$ cat src/rtl/fft_pkg.sv
// Shared sizes, types and FSM encoding for the in-place radix-2 DIT FFT memory sequencer.
package fft_pkg;

    localparam int unsigned N_POINT = 16;
    localparam int unsigned LOG2N   = 4;
    localparam int unsigned DATA_W  = 32;
    localparam int unsigned N_BFLY  = N_POINT / 2;
    localparam int unsigned STAGE_W = (LOG2N > 2) ? $clog2(LOG2N) : 1;

    typedef logic [LOG2N-1:0]   bfly_addr_t;
    typedef logic [LOG2N-2:0]   tw_addr_t;
    typedef logic [LOG2N-2:0]   bfly_idx_t;
    typedef logic [STAGE_W-1:0] stage_t;
    typedef logic [DATA_W-1:0]  data_t;

    typedef enum logic [2:0] {
        StIdle,
        StRd,
        StLat,
        StWr,
        StDone
    } state_t;

    localparam stage_t    LAST_STAGE = stage_t'(LOG2N - 1);
    localparam bfly_idx_t LAST_BFLY  = bfly_idx_t'(N_BFLY - 1);

endpackage

$ cat src/rtl/fft_addr_gen.sv
// Combinational butterfly address generator: (stage, butterfly index) -> BRAM pair and twiddle address.
module fft_addr_gen
    import fft_pkg::*;
(
    input  logic [STAGE_W-1:0] i_stage,
    input  logic [LOG2N-2:0]   i_bfly,
    output logic [LOG2N-1:0]   o_addr_a,
    output logic [LOG2N-1:0]   o_addr_b,
    output logic [LOG2N-2:0]   o_addr_rom
);

    bfly_addr_t w_j;
    bfly_addr_t w_span;
    bfly_addr_t w_k;
    bfly_addr_t w_base;
    tw_addr_t   w_k_tw;

    always_comb begin
        w_j    = bfly_addr_t'(i_bfly);
        w_span = bfly_addr_t'(1) << i_stage;
        w_k    = w_j & (w_span - bfly_addr_t'(1));
        // Group index moves up one bit to leave room for the span bit of the pair.
        w_base = (w_j >> i_stage) << (i_stage + 1);
        // k < span <= N/2, so it always fits the narrower twiddle index.
        w_k_tw = tw_addr_t'(w_k);
    end

    assign o_addr_a   = w_base | w_k;
    assign o_addr_b   = o_addr_a + w_span;
    assign o_addr_rom = w_k_tw << (LOG2N - 1 - i_stage);

endmodule

$ cat src/rtl/fft_mem_ctrl.sv
// Sequencer for an in-place radix-2 DIT FFT: read pair, latch operands, write butterfly results back.
module fft_mem_ctrl
    import fft_pkg::*;
(
    input  logic                i_clk,
    input  logic                i_rst,
    input  logic                i_start,
    output logic                o_busy,
    output logic                o_done,
    output logic                o_en_bram,
    output logic                o_we_bram,
    output logic [LOG2N-1:0]    o_addr_a,
    output logic [LOG2N-1:0]    o_addr_b,
    input  logic [DATA_W-1:0]   i_data_rd_a,
    input  logic [DATA_W-1:0]   i_data_rd_b,
    output logic [DATA_W-1:0]   o_data_wr_a,
    output logic [DATA_W-1:0]   o_data_wr_b,
    output logic [LOG2N-2:0]    o_addr_rom,
    output logic [DATA_W-1:0]   o_out_reg_a,
    output logic [DATA_W-1:0]   o_out_reg_b,
    input  logic [DATA_W-1:0]   i_in_fft0,
    input  logic [DATA_W-1:0]   i_in_fft1
);

    state_t     r_state;
    state_t     w_state_d;
    stage_t     r_stage;
    stage_t     w_stage_d;
    bfly_idx_t  r_bfly;
    bfly_idx_t  w_bfly_d;
    logic       w_last;

    bfly_addr_t r_addr_a;
    bfly_addr_t r_addr_b;
    tw_addr_t   r_addr_rom;
    data_t      r_reg_a;
    data_t      r_reg_b;

    bfly_addr_t w_gen_a;
    bfly_addr_t w_gen_b;
    tw_addr_t   w_gen_rom;

    assign w_last = (r_stage == LAST_STAGE) && (r_bfly == LAST_BFLY);

    // Addresses are generated from the next-state counters so they are ready on RD entry.
    fft_addr_gen u_addr_gen (
        .i_stage    (w_stage_d),
        .i_bfly     (w_bfly_d),
        .o_addr_a   (w_gen_a),
        .o_addr_b   (w_gen_b),
        .o_addr_rom (w_gen_rom)
    );

    always_comb begin
        w_state_d = r_state;
        w_stage_d = r_stage;
        w_bfly_d  = r_bfly;
        unique case (r_state)
            StIdle: begin
                w_stage_d = '0;
                w_bfly_d  = '0;
                if (i_start) begin
                    w_state_d = StRd;
                end
            end
            StRd: begin
                w_state_d = StLat;
            end
            StLat: begin
                w_state_d = StWr;
            end
            StWr: begin
                if (w_last) begin
                    w_state_d = StDone;
                    w_stage_d = '0;
                    w_bfly_d  = '0;
                end else begin
                    w_state_d = StRd;
                    if (r_bfly == LAST_BFLY) begin
                        w_bfly_d  = '0;
                        w_stage_d = r_stage + 1'b1;
                    end else begin
                        w_bfly_d  = r_bfly + 1'b1;
                    end
                end
            end
            StDone: begin
                w_state_d = StIdle;
            end
            default: begin
                w_state_d = StIdle;
            end
        endcase
    end

    always_ff @(posedge i_clk) begin
        if (i_rst) begin
            r_state    <= StIdle;
            r_stage    <= '0;
            r_bfly     <= '0;
            r_addr_a   <= '0;
            r_addr_b   <= '0;
            r_addr_rom <= '0;
            r_reg_a    <= '0;
            r_reg_b    <= '0;
        end else begin
            r_state <= w_state_d;
            r_stage <= w_stage_d;
            r_bfly  <= w_bfly_d;
            if (w_state_d == StRd) begin
                r_addr_a   <= w_gen_a;
                r_addr_b   <= w_gen_b;
                r_addr_rom <= w_gen_rom;
            end
            if (r_state == StLat) begin
                r_reg_a <= i_data_rd_a;
                r_reg_b <= i_data_rd_b;
            end
        end
    end

    always_comb begin
        o_busy    = (r_state == StRd) || (r_state == StLat) || (r_state == StWr);
        o_done    = (r_state == StDone);
        o_en_bram = (r_state == StRd) || (r_state == StWr);
        // Reset kills a pending write in the same cycle, not one edge later.
        o_we_bram = (r_state == StWr) && !i_rst;
    end

    assign o_addr_a    = r_addr_a;
    assign o_addr_b    = r_addr_b;
    assign o_addr_rom  = r_addr_rom;
    assign o_out_reg_a = r_reg_a;
    assign o_out_reg_b = r_reg_b;
    assign o_data_wr_a = i_in_fft0;
    assign o_data_wr_b = i_in_fft1;

    a_we_needs_en: assert property (@(posedge i_clk) disable iff (i_rst) o_we_bram |-> o_en_bram);
    a_done_not_busy: assert property (@(posedge i_clk) disable iff (i_rst) o_done |-> !o_busy);

endmodule

$ cat config.mk
export PLATFORM = sky130hd
export DESIGN_NAME = fft_mem_ctrl
export DESIGN_NICKNAME = d
export VERILOG_FILES = /design/src/rtl/fft_pkg.sv /design/src/rtl/fft_addr_gen.sv /design/src/rtl/fft_mem_ctrl.sv
export SDC_FILE = /design/constraint.sdc
export NUM_CORES = 1
export LEC_CHECK = 0
export CAP_MARGIN = 20
export CORE_MARGIN = 3
export CORE_UTILIZATION = 23
export CTS_CLUSTER_DIAMETER = 150
export DETAILED_ROUTE_END_ITERATION = 10
export PLACE_DENSITY = 0.56
export SLEW_MARGIN = 30
export SYNTH_ARGS = -nofsm -noshare
export SYNTH_HDL_FRONTEND = slang
export SYNTH_SLANG_ARGS = --single-unit
$ cat constraint.sdc
create_clock -name i_clk -period 8.95 [get_ports i_clk]
set_input_delay 1.79 -clock i_clk [delete_from_list [all_inputs] [get_ports i_clk]]
set_output_delay 1.79 -clock i_clk [all_outputs]
set_load 0.01 [all_outputs]
# Word-level counts from Yosys, hierarchy flattened
# Index checks and enable logic that the tools add are counted.
# W data, S select, Z words.
word_totals:
  regBits: 83
  input_bits: 131
  out_inout_bits: 143
  word_cells: 43
classes:
  n_addsub: 6
  n_eq_ne: 7
  n_shift: 4
  n_mux: 9
  bitwise_logic: 2
  n_reduce_logical: 7
ops:
  columns: ["cell", "count"]
  rows:
  - ["$shl A3 B32 Y3", 1]
  - ["$shl A4 B32 Y4", 1]
  - ["$mux W3", 4]
  - ["$pmux W3 S4", 1]
  - ["$eq A3 B1 Y1 const B", 2]
  - ["$eq A3 B2 Y1 const B", 2]
  - ["$eq A3 B3 Y1 const B", 2]
  - ["$pmux W3 S2", 1]
  - ["$add A4 B4 Y4", 1]
  - ["$and A3 B4 Y4", 1]
  - ["$mux W2", 2]
  - ["$or A4 B4 Y4", 1]
  - ["$pmux W2 S2", 1]
  - ["$shl A1 B2 Y4 const A", 1]
  - ["$shr A3 B2 Y4", 1]
  - ["$sub A4 B1 Y4 const B", 1]
  - ["$add A2 B1 Y3 const B", 1]
  - ["$add A3 B1 Y3 const B", 1]
  - ["$logic_not A3 Y1", 1]
  - ["$logic_or A1 B1 Y1", 3]
  - ["$sub A2 B2 Y3 const A", 1]
  - ["$add A2 B1 Y2 const B", 1]
  - ["$eq A2 B2 Y1 const B", 1]
  - ["$logic_and A1 B1 Y1", 2]
  - ["$logic_not A1 Y1", 1]

# Longest topological paths before layout
# Gate-level depths: netlist of run 1.
logic_depth:
  word_depth: 9
  mapped_depth: 17
  mapped_depth_nobuf: 16

# Modules after synthesis
# Synthesis of run 1 repeated with hierarchy kept, for this count alone.
hier_totals:
  cells_unflattened: 494
  area_unflattened_um2: 4091.4
modules_own_cells:
  columns: ["mod", "instances", "cells_each", "area_each_um2", "seq_area_each_um2"]
  rows:
  - ["fft_mem_ctrl", 1, 448, 3732.3, 1661.6]
  - ["fft_addr_gen", 1, 46, 359.1, 0.0]

# Least setup slack after synthesis of run 1
# Ideal clock, no wire load.
synth_path:
  path_type: "input to output"
  startpoint: "input i_rst"
  endpoint: "output o_we_bram"
  arrival_ns: 2.163
  required_time_ns: 7.160
  setup_slack_ns: 4.997
  path_stages: 2
  n_path_buf: 1
  cell_sequence: "clkbuf_1 > nor2_1"
synth_between:
  elab_chain_cells: 2
synth_lines:
  columns: ["item", "line", "source"]
  rows:
  - ["start, declared", "fft_mem_ctrl.sv:6", "input logic i_rst,"]
  - ["$logic_not A1 Y1", "fft_mem_ctrl.sv:127", "o_we_bram = (r_state == StWr) && !i_rst;"]
  - ["$logic_and A1 B1 Y1", "fft_mem_ctrl.sv:127", null]
  - ["end, declared", "fft_mem_ctrl.sv:11", "output logic o_we_bram,"]
# No other way between the ends.

# Final worst setup path of run 1
# Same ends and word-level chain as after synthesis.

==> impl_results.md, run 1 <==
* Floorplan core area at around 0.017 mm^2
* Fraction of the mapped netlist area in compound gates at between 10 and 15%
* Capturing element type of the critical path: output pin
* Kind of launch point of the worst setup path: input pin
* Maximum clock rate at between 200 and 250 MHz
* Leftover overflow at the end of global routing at 0
* Area contributors post-synth: sky130_fd_sc_hd__dfxtp_1 42%, sky130_fd_sc_hd__nand2_1 14%, sky130_fd_sc_hd__buf_4 12%
* Most common library cell in the layout ignoring fill and taps: sky130_fd_sc_hd__clkdlybuf4s50_1
* Worst-margin pin slew at 0.860 ns
* Drc violations at 0
* Fraction of layout cells with a size suffix above 1 at just under 4%
* Number of nets still failing antenna checks after routing at 0
* Headroom to the max-slew limit at 42.7%
* Die footprint at about 0.019 mm^2
* First-pass GRT wire length at between 15 and 20 mm
* TritonCTS clock tree: done
* Yosys synthesis warning count at 0
* Most used cells in the layout excluding fill and tap cells: 144 x sky130_fd_sc_hd__clkdlybuf4s50_1, 143 x sky130_fd_sc_hd__nand2_1, 83 x sky130_fd_sc_hd__dfxtp_1
* Vias in the first global route at about 3100
* Via/cell ratio at 4.26
* Count of final max-slew check failures at 0
* Mean cell area of the mapped netlist at between 7 and 8 um^2
* Cells along the critical path: buf_2 > buf_4 > nor2_1 > clkdlybuf4s50_1
* Combinational family with the most area after synthesis: simple AND/OR/NAND/NOR gates
* XOR/XNOR Fraction of Synth Area at 0.894%
* CTS Buffer Depth at 2
* Final wirelength at approximately 10 mm
* Crit share post-route at between 50% and 60%
* Initial cell density of the core at a little under a quarter
* Number of hold buffers added after cts at 0
* Clock slew seen by the registers of the worst setup and hold paths at ~0.050 ns
* Leakage component of the power at 1.89 nW
* Area added between synthesis and finish at 36.7%
* Final min period at about 5 ns
* Share of flip-flops with an asynchronous set or reset at 0%
* Vias at around 3300
* Post-synth EDFFs at 0
* H-Tree Depth at 3
* Slowest stage delay, CP at about 0.64 ns
* Worst-path cell with the longest stage delay: sky130_fd_sc_hd__buf_4
* Die X-Extent at between 100 and 150 um
* Post-Synthesis Net Count at 638
* P per Cell Area at between 150 and 200 mW/mm^2
* Util after Layout at 32.2%
* Antenna Cells at 0
* Resized Gates After CTS at 0
* Area share of the largest cell type after synthesis at a little over two fifths
* Distinct cells, synth at 46
* Post-Synth Adder-Cell Area at between 3 and 4%
* Largest voltage drop on the vdd net at roughly 0.12 mV
* Combined area of all synthesized cells at 0.00392 mm^2
* Critical Setup Path Class: in -> out
* Final setup slack of the worst path at 4.01 ns
* Sequential share of the synthesized area at between 40% and 50%
* Final sum of negative setup slack at 0 ns
* Family with the most delay on the worst path: buffers and inverters
* Setup WS pre-CTS at 3.95 ns
* Number of detailed-route iterations in the first pass at 4
* Final weighted congestion in routability-driven placement at approximately 0.76
* Final Hold Viols at 0
* Total track usage at a little over a tenth
* Top-level I/O count at between 200 and 300
* Root Buffer: sky130_fd_sc_hd__clkbuf_16
* Worst-skew pair later-pin latency at approximately 0.34 ns
* Setup skew after layout at about 0.0047 ns
* Simple logic cell fraction of the synthesized area at about 22%
* I/O Buffers at between 100 and 150
* Register bit total from synthesis at 83
* Buffers and inverters on the worst path at 3
* Floorplan die height at about 140 um
* Data required time at the worst endpoint at ~7 ns
* Setup-failing EPs final at 0
* Clock buffer count from CTS at 9
* Result of the run: completed
* Yosys top cell by area: sky130_fd_sc_hd__dfxtp_1
* Worst-path fanout max at 84
* Setup repair bufs after CTS at 0
* Placed cell count at between 700 and 800
* Final routed wire length divided by cell count at about 13 um
* Hold WC Path Type: reg -> reg
* Predominant post-synthesis flop cell: sky130_fd_sc_hd__dfxtp_1
* Number of non-filler instances in the completed layout at between 700 and 800
* Initial antenna violation count at 0
* Initial DRC Count at 112
* Count of clock tree sinks at between 80 and 90
* Multiplexer area fraction after synthesis at less than 1%
* Design Power at between 0.9 and 1 mW
* Cells after Synth at 496
* Reg2reg setup slack at around 5.0 ns
* # rows at between 40 and 50
* Net total in the final layout at ~700
* Max Cap Viol at 0
* Post-detail-place hpwl at about 7.2 mm
* Unrepaired setup endpoints after global routing: false
* Largest net degree at the start of global routing at between 80 and 90
* Data arrival time at the worst-slack endpoint at approximately 3.2 ns
==> cell usage after synthesis (2+ instances only) <==
master                       n
sky130_fd_sc_hd__xnor2_1     2
sky130_fd_sc_hd__a21oi_1    72
sky130_fd_sc_hd__a22o_1      2
sky130_fd_sc_hd__o21a_1      2
sky130_fd_sc_hd__dfxtp_1    83
sky130_fd_sc_hd__nand3_1     3
sky130_fd_sc_hd__nor3b_1     2
sky130_fd_sc_hd__buf_6       3
sky130_fd_sc_hd__xor2_1      2
sky130_fd_sc_hd__a31oi_1     2
sky130_fd_sc_hd__inv_1       6
sky130_fd_sc_hd__nor2_1     21
sky130_fd_sc_hd__o21ai_1     2
sky130_fd_sc_hd__and2_1      2
sky130_fd_sc_hd__nand3b_1    2
sky130_fd_sc_hd__nor3_1      5
sky130_fd_sc_hd__buf_2       4
sky130_fd_sc_hd__nand4_1     2
sky130_fd_sc_hd__nand2_1   143
sky130_fd_sc_hd__buf_4      64
sky130_fd_sc_hd__a211oi_1    3
sky130_fd_sc_hd__nand4b_1    4
sky130_fd_sc_hd__o21ai_0     3
sky130_fd_sc_hd__clkbuf_1   25
sky130_fd_sc_hd__ha_1       10
sky130_fd_sc_hd__nor2b_1     7
==> registers in the layout, indices dropped and copies added, names as in the netlist <==
signal / cells
o_out_reg_a: 32
o_out_reg_b: 32
o_addr_a: 4
o_addr_b: 4
o_addr_rom: 3
r_bfly: 3
r_state: 3
r_stage: 2
==> final cells by class <==
cell class | instances | area (um^2)
Inverter | 7 | 33.8
Sequential cell | 83 | 1660
Clock inverter | 2 | 60.1
Multi-Input combinational cell | 310 | 1600
Clock buffer | 13 | 250
Tap cell | 220 | 275
Fill cell | 1731 | 11300
Timing Repair Buffer | 149 | 1480
==> report_power, final <==
group	total, mW	switching [mW]	internal, mW
clock network	0.390	0.140	0.251
registers	0.413	0.0177	0.395
logic	0.169	0.0796	0.0899
total	0.973	0.237	0.736
==> worst register-to-register path, cell delays in order (launching register included) <==
cell	delay, ns
sky130_fd_sc_hd__dfxtp_1	0.33
sky130_fd_sc_hd__ha_1	0.21
sky130_fd_sc_hd__ha_1	0.27
sky130_fd_sc_hd__and4bb_1	0.25
sky130_fd_sc_hd__o21ai_1	0.13
sky130_fd_sc_hd__a22o_1	0.49
sky130_fd_sc_hd__inv_1	0.18
sky130_fd_sc_hd__ha_1	0.40
sky130_fd_sc_hd__nor2_1	0.19
sky130_fd_sc_hd__nand2_1	0.08
sky130_fd_sc_hd__o22ai_1	0.18
sky130_fd_sc_hd__ha_1	0.24
sky130_fd_sc_hd__inv_1	0.06
sky130_fd_sc_hd__fa_1	0.38
sky130_fd_sc_hd__xnor2_1	0.21
sky130_fd_sc_hd__nand2_1	0.09
sky130_fd_sc_hd__a21oi_1	0.19
==> per-layer routing <==
| metal | track usage (%) | up-vias | wire length (um) |
|---|---|---|---|
| met4 | 4.98 | 0 | 328 |
| met5 | 0 | - | 0 |
| met3 | 5.70 | 34 | 1030 |
| met2 | 16.3 | 123 | 4610 |
| met1 | 12.6 | 1502 | 4320 |
| li1 | - | 1681 | - |
==> worst paths after layout <==
check / cells after the start / from / end
max: 4 / i_rst / o_we_bram
max reg2reg: 16 / r_bfly[0]$_SDFF_PP0_ / o_addr_b[2]$_SDFFE_PP0N_
min reg2reg: 2 / o_out_reg_a[4]$_SDFFE_PP0N_ / o_out_reg_a[4]$_SDFFE_PP0N_
min: 2 / o_out_reg_a[4]$_SDFFE_PP0N_ / o_out_reg_a[4]$_SDFFE_PP0N_
==> metrics by stage <==
step	area, um^2	hold slack (ns)
2_1_floorplan	3920	0.476
3_3_place_gp	5050	0.442
3_5_place_dp	5050	0.448
4_1_cts	5360	0.456
5_1_grt	5360	0.472
6_report	5360	0.453
==> cell families (layout without fill, tap and decap cells) <==
logic type / count (synthesis) / after routing
xor+xnor: 4 / 4
flops: 83 / 83
buf+inv: 103 / 171
simple gates: 198 / 198
mux: 1 / 1
compound gates: 96 / 96
fa+ha+maj: 11 / 11
(Power assumes the default switching activity.)
==> run 2: changes to the inputs <==
PLACE_DENSITY = 0.58   (was 0.56)
clock period = 4.1 ns   (was 8.95 ns; I/O delays follow)
==> run 2 against run 1 <==
Compared with the run above:
- non-clock buffer count stayed put
- register-to-register slack worse by 4.6 ns
- sequential share of layout area is 0.051 points lower
- clock skew is 0.0016 ns higher
- combinational power is 120% higher
- clock-buffer cell count is 3 lower
- via count is 4.0% higher
- utilization is 0.053 points higher
- die area stayed put
- sequential cell count stayed put
- final cell count is 0.13% higher
- global-route usage is 0.72 points higher
==> impl_results.md, run 2 (synthesis gave the netlist of run 1 again) <==
* Total track usage at about 11%
* Initial antenna violation count at 0
* P per Cell Area at approximately 400 mW/mm^2
* # rows at between 40 and 50
* Critical Setup Path Class: reg -> reg
* Buffers and inverters on the worst path at 2
* Most common library cell in the layout ignoring fill and taps: sky130_fd_sc_hd__clkdlybuf4s50_1
* Clock buffer count from CTS at 9
* Cells along the critical path: ha_1 > ha_1 > and4bb_1 > o21ai_1 > a22o_2 > inv_1 > ha_1 > nor2_1 > nand2_1 > o22ai_1 > ha_1 > inv_1 > fa_1 > xnor2_1 > nand2_1 > a21oi_1
* Leakage component of the power at 1.89 nW
* Die footprint at around 0.019 mm^2
* Count of final max-slew check failures at 0
* Data required time at the worst endpoint at between 4 and 5 ns
* Kind of launch point of the worst setup path: flop
* Setup repair bufs after CTS at 0
* Count of clock tree sinks at 83
* Data arrival time at the worst-slack endpoint at around 3.9 ns
* Crit share post-route at ~90%
* Final Hold Viols at 0
* Worst-skew pair later-pin latency at between 0.3 and 0.4 ns
* Leftover overflow at the end of global routing at 0
* Final min period at 3.68 ns
* Max Cap Viol at 0
* Floorplan core area at approximately 0.017 mm^2
* TritonCTS clock tree: done
* Vias in the first global route at approximately 3400
* First-pass GRT wire length at around 17 mm
* Maximum clock rate at between 200 and 300 MHz
* Setup-failing EPs final at 0
* Number of hold buffers added after cts at 0
* Clock slew seen by the registers of the worst setup and hold paths at roughly 0.06 ns
* Final wirelength at roughly 11 mm
* Via/cell ratio at 4.43
* Family with the most delay on the worst path: adder cells
* Setup WS pre-CTS at between 0.2 and 0.3 ns
* CTS Buffer Depth at 2
* Worst-path fanout max at 14
* Summed area of non-filler cells in the final layout at approximately 0.0054 mm^2
* Largest net degree at the start of global routing at 84
* Util after Layout at 32.2%
* Post-detail-place hpwl at between 7 and 8 mm
* Final sum of negative setup slack at 0 ns
* WHS Path Cells at 2
* Root Buffer: sky130_fd_sc_hd__clkbuf_16
* Fill cell count at approximately 1700
* HP Start: o_out_reg_a[12]$_SDFFE_PP0N_
* Vias at 3474
* Cell repeated most along the worst path: sky130_fd_sc_hd__ha_1
* Result of the run: completed
* Capturing element type of the critical path: flop
* Fraction of layout cells with a size suffix above 1 at about 4.6%
* Endpoint of the worst-slack reg-to-reg timing path: o_addr_b[2]$_SDFFE_PP0N_
* Headroom to the max-slew limit at a little over two fifths
* Area added between synthesis and finish at 37.0%
* Worst-path cell with the longest stage delay: sky130_fd_sc_hd__ha_1
* Most used cells in the layout excluding fill and tap cells: 144 x sky130_fd_sc_hd__clkdlybuf4s50_1, 143 x sky130_fd_sc_hd__nand2_1, 83 x sky130_fd_sc_hd__dfxtp_1
* Initial DRC Count at ~180
* I/O Buffers at about 150
* Net total in the final layout at approximately 700
* Largest voltage drop on the vdd net at between 0.2 and 0.3 mV
* Resized Gates After CTS at 0
* Worst Hold End: o_out_reg_a[12]$_SDFFE_PP0N_
* Number of detailed-route iterations in the first pass at 4
* Design Power at 2.15 mW
* Final weighted congestion in routability-driven placement at between 0.8 and 0.9
* Final routed wire length divided by cell count at between 10 and 15 um
* Top-level I/O count at approximately 270
* Final setup slack of the worst path at 0.424 ns
* Drc violations at 0
* Floorplan die height at approximately 140 um
* Instance area at placement at between 0.005 and 0.006 mm^2
* Setup skew after layout at approximately 0.0064 ns
* Die X-Extent at around 140 um
* Initial cell density of the core at approximately a quarter
* Slowest stage delay, CP at ~0.40 ns
* Number of nets still failing antenna checks after routing at 0
* Cells on worst reg2reg path at 16
* Unrepaired setup endpoints after global routing: false
* Hold WC Path Type: reg -> reg
* Worst flop-to-flop path startpoint: r_bfly[0]$_SDFF_PP0_
* Antenna Cells at 0
* Worst-margin pin slew at between 0.8 and 0.9 ns
* Reg2reg setup slack at between 0.4 and 0.5 ns
* H-Tree Depth at 3
run 2: changes by cell type in the layout (fill, tap and decap cells not counted), sizes merged:
cell and change:
clkbuf -3, clkinvlp +2, inv +1, clkinv +1
run 2: stage by stage:
stage / std cells / hold slack, ns
after global placement: 769 / 0.440
final: 785 / 0.451
after CTS: 785 / 0.455
after floorplan: 496 / 0.476
after global routing: 785 / 0.472
after detailed placement: 769 / 0.446
run 2: how the worst max path moves through the flow:
stage / startpoint / end / depth (start not counted) / slack (ns)
2_1_floorplan: r_bfly[0]$_SDFF_PP0_ / o_addr_b[2]$_SDFFE_PP0N_ / 17 / 0.86
3_3_place_gp: r_bfly[0]$_SDFF_PP0_ / o_addr_b[2]$_SDFFE_PP0N_ / 16 / 0.51
3_5_place_dp: r_bfly[0]$_SDFF_PP0_ / o_addr_b[2]$_SDFFE_PP0N_ / 16 / 0.30
4_1_cts: r_bfly[0]$_SDFF_PP0_ / o_addr_b[2]$_SDFFE_PP0N_ / 16 / 0.26
5_1_grt: r_bfly[0]$_SDFF_PP0_ / o_addr_b[3]$_SDFFE_PP0N_ / 15 / 0.07
6_report: r_bfly[0]$_SDFF_PP0_ / o_addr_b[2]$_SDFFE_PP0N_ / 16 / 0.42
run 2: power by group:
group	internal, mW	total, mW	switching [mW]
Sequential	0.861	0.898	0.0365
Clock	0.535	0.878	0.343
Combinational	0.195	0.372	0.177
run 2: cell type report:
class | instances | area [um^2] | area share, %
Sequential cell | 83 | 1660 | 31.0
Multi-Input combinational cell | 310 | 1600 | 29.8
Timing Repair Buffer | 149 | 1480 | 27.5
Tap cell | 220 | 275 | 5.13
Clock buffer | 10 | 229 | 4.27
Clock inverter | 6 | 88.8 | 1.66
Inverter | 7 | 33.8 | 0.630
run 2: worst reg2reg max path, delay by kind of cell, from the launching register on:
kind                       cells  cell delay, ns
DFF                            1            0.34
and+or+nand+nor                4            0.61
AOI/OAI and AO/OA              4            0.85
adders and majority gates      5            1.44
xor gates and xnor gates       1            0.14
buffers and inverters          2            0.21
run 2: per-layer routing:
| layer | track usage, % | share of wire, % | vias up |
|---|---|---|---|
| met5 | 0 | 0 | - |
| met3 | 4.93 | 9.2 | 58 |
| met2 | 18.3 | 47 | 137 |
| met4 | 8.17 | 5.3 | 0 |
| li1 | - | - | 1685 |
| met1 | 12.2 | 39 | 1594 |
==> run 3: changes to the inputs <==
CORE_MARGIN = 1.5   (was 3)
==> run 3 against run 2 <==
Compared with the run above:
- combinational power barely moved
- sequential cell count is the same
- worst hold slack about the same
- final area up 0.44%
- clock power is 6.5% higher
- largest power group is now the clock network
- first-iteration DRC count fell by 40%
- non-clock buffer count unchanged
- worst setup slack got worse by 0.022 ns
- highest routed layer unchanged
- via count decreased by 1.7%
- sequential share of layout area fell by 0.14 points
- critical endpoint unchanged
- die area down 4.3%
==> impl_results.md, run 3 (synthesis gave the netlist of run 1 again) <==
* Combinational share of power at ~17%
* Critical path launch point: r_bfly[0]$_SDFF_PP0_
* Internal Power at ~1.7 mW
* Root Buffer: sky130_fd_sc_hd__clkbuf_16
* Capturing element type of the critical path: flop
* Final wirelength at 10.8 mm
* Worst-margin pin slew at ~0.88 ns
* Floorplan core area at ~0.017 mm^2
* Net total in the final layout at approximately 700
* Fraction of layout cells with a size suffix above 1 at approximately 4.4%
* Clock buffer count from CTS at 9
* Largest voltage drop on the vdd net at ~0.23 mV
* Die footprint at 0.0178 mm^2
* Initial DRC Count at approximately 110
* Critical Setup Path Class: reg -> reg
* Leakage component of the power at approximately 1.9 nW
* Worst-path fanout max at 9
* Count of clock tree sinks at between 80 and 90
* Most common library cell in the layout ignoring fill and taps: sky130_fd_sc_hd__clkdlybuf4s50_1
* Floorplan die height at between 100 and 150 um
* Fill cell count at roughly 1800
* Data required time at the worst endpoint at 4.36 ns
* Number of hold buffers added after cts at 0
* Initial cell density of the core at between 20% and 30%
* Largest net degree at the start of global routing at between 80 and 90
* Final routed wire length divided by cell count at 13.7 um
* Max Cap Viol at 0
* Number of detailed-route iterations in the first pass at 4
* Resized Gates After CTS at 0
* Headroom to the max-slew limit at between 40% and 50%
* Count of final max-slew check failures at 0
* Setup-failing EPs final at 0
* Top-level I/O count at between 200 and 300
* Antenna Cells at 0
* Leftover overflow at the end of global routing at 0
* Most used cells in the layout excluding fill and tap cells: 144 x sky130_fd_sc_hd__clkdlybuf4s50_1, 143 x sky130_fd_sc_hd__nand2_1, 83 x sky130_fd_sc_hd__dfxtp_1
* Final min period at between 3 and 4 ns
* Vias at between 3000 and 4000
* Setup repair bufs after CTS at 0
* Worst-skew pair later-pin latency at between 0.3 and 0.4 ns
* Fraction of power spent switching nets at about 25%
* Area added between synthesis and finish at 37.6%
* Worst flop-to-flop path startpoint: r_bfly[0]$_SDFF_PP0_
* Post-detail-place hpwl at a little over 7 mm
* Drc violations at 0
* Die X-Extent at around 130 um
* Kind of launch point of the worst setup path: flop
* # rows at between 40 and 50
* Result of the run: completed
* Via/cell ratio at between 4 and 5
* H-Tree Depth at 3
* Clock network fraction of design power at approximately 42%
* Share of total power in sequential cells at 40.8%
* CTS Buffer Depth at 2
* Unrepaired setup endpoints after global routing: false
* Setup skew after layout at roughly 0.0052 ns
* Initial antenna violation count at 0
* Final weighted congestion in routability-driven placement at around 0.78
* Crit share post-route at around nine tenths
* I/O Buffers at between 100 and 150
* First-pass GRT wire length at 16.7 mm
* Final sum of negative setup slack at 0 ns
* Hold WC Path Type: reg -> reg
* TritonCTS clock tree: done
* HP Start: o_out_reg_a[12]$_SDFFE_PP0N_
* Final Hold Viols at 0
* Util after Layout at between 30% and 40%
* P per Cell Area at 409 mW/mm^2
* Vias in the first global route at around 3300
* Total track usage at a little under an eighth
* Switching power of the nets at 0.553 mW
* Clock slew seen by the registers of the worst setup and hold paths at roughly 0.07 ns
* Maximum clock rate at around 270 MHz
* Data arrival time at the worst-slack endpoint at roughly 4.0 ns
* Number of nets still failing antenna checks after routing at 0
## run 3: changes by cell type in the layout (fill, tap and decap cells not counted), sizes merged
cell / before / now
bufinv: 2 / 3
inv: 8 / 7
## run 3: metal layers
| layer | vias up | global-route usage (%) | part of all wire (%) |
|---|---|---|---|
| li1 | 1679 | - | - |
| met1 | 1544 | 12.8 | 41 |
| met2 | 147 | 19.7 | 46 |
| met3 | 46 | 4.60 | 9.0 |
| met4 | 0 | 7.49 | 4.3 |
| met5 | - | 0 | 0 |
## run 3: cell type report
type / instances / area, um^2 / share of cell area (%)
tap: 220 / 275 / 5.11
sequential: 83 / 1660 / 30.8
clock buffer: 10 / 229 / 4.25
multi-input combinational: 310 / 1600 / 29.7
timing repair buffer: 149 / 1480 / 27.4
inverter: 7 / 33.8 / 0.627
clock inverter: 6 / 114 / 2.11
## run 3: metrics by stage
| step | power, mW | setup slack, ns | cell area, um^2 | hold slack (ns) | cells |
|---|---|---|---|---|---|
| global route | 2.32 | 0.165 | 5390 | 0.475 | 785 |
| CTS | 2.25 | 0.442 | 5390 | 0.454 | 785 |
| floorplan | 1.15 | 0.861 | 3920 | 0.476 | 496 |
| detailed placement | 1.29 | 0.477 | 5050 | 0.446 | 769 |
| finish | 2.21 | 0.402 | 5390 | 0.452 | 785 |
| global placement | 1.29 | 0.615 | 5050 | 0.441 | 769 |
## run 3: worst paths after layout
check	end	slack (ns)	depth (start not counted)
hold reg to reg	o_out_reg_a[12]$_SDFFE_PP0N_	0.45	2
setup reg to reg	o_addr_b[2]$_SDFFE_PP0N_	0.40	15
hold / removal	o_out_reg_a[12]$_SDFFE_PP0N_	0.45	2
setup / recovery	o_addr_b[2]$_SDFFE_PP0N_	0.40	15
## run 3: power groups by stage
stage,Combinational (mW),Clock (mW),Sequential (mW)
detailed placement,0.376,0,0.918
finish,0.371,0.935,0.900
global placement,0.373,0,0.915
floorplan,0.215,0,0.930
CTS,0.377,0.977,0.901
global route,0.407,1.01,0.907
## run 3: critical path, cell delays in order (launching register included)
cell and delay (ns):
sky130_fd_sc_hd__dfxtp_1 0.34, sky130_fd_sc_hd__ha_1 0.21, sky130_fd_sc_hd__ha_1 0.27, sky130_fd_sc_hd__and4bb_1 0.26, sky130_fd_sc_hd__a22o_1 0.19, sky130_fd_sc_hd__or2_1 0.38, sky130_fd_sc_hd__ha_1 0.47, sky130_fd_sc_hd__nor2_1 0.19
sky130_fd_sc_hd__nand2_1 0.08, sky130_fd_sc_hd__o22ai_1 0.19, sky130_fd_sc_hd__ha_1 0.21, sky130_fd_sc_hd__inv_1 0.05, sky130_fd_sc_hd__fa_1 0.37, sky130_fd_sc_hd__xnor2_1 0.14, sky130_fd_sc_hd__nand2_1 0.06, sky130_fd_sc_hd__a21oi_1 0.19
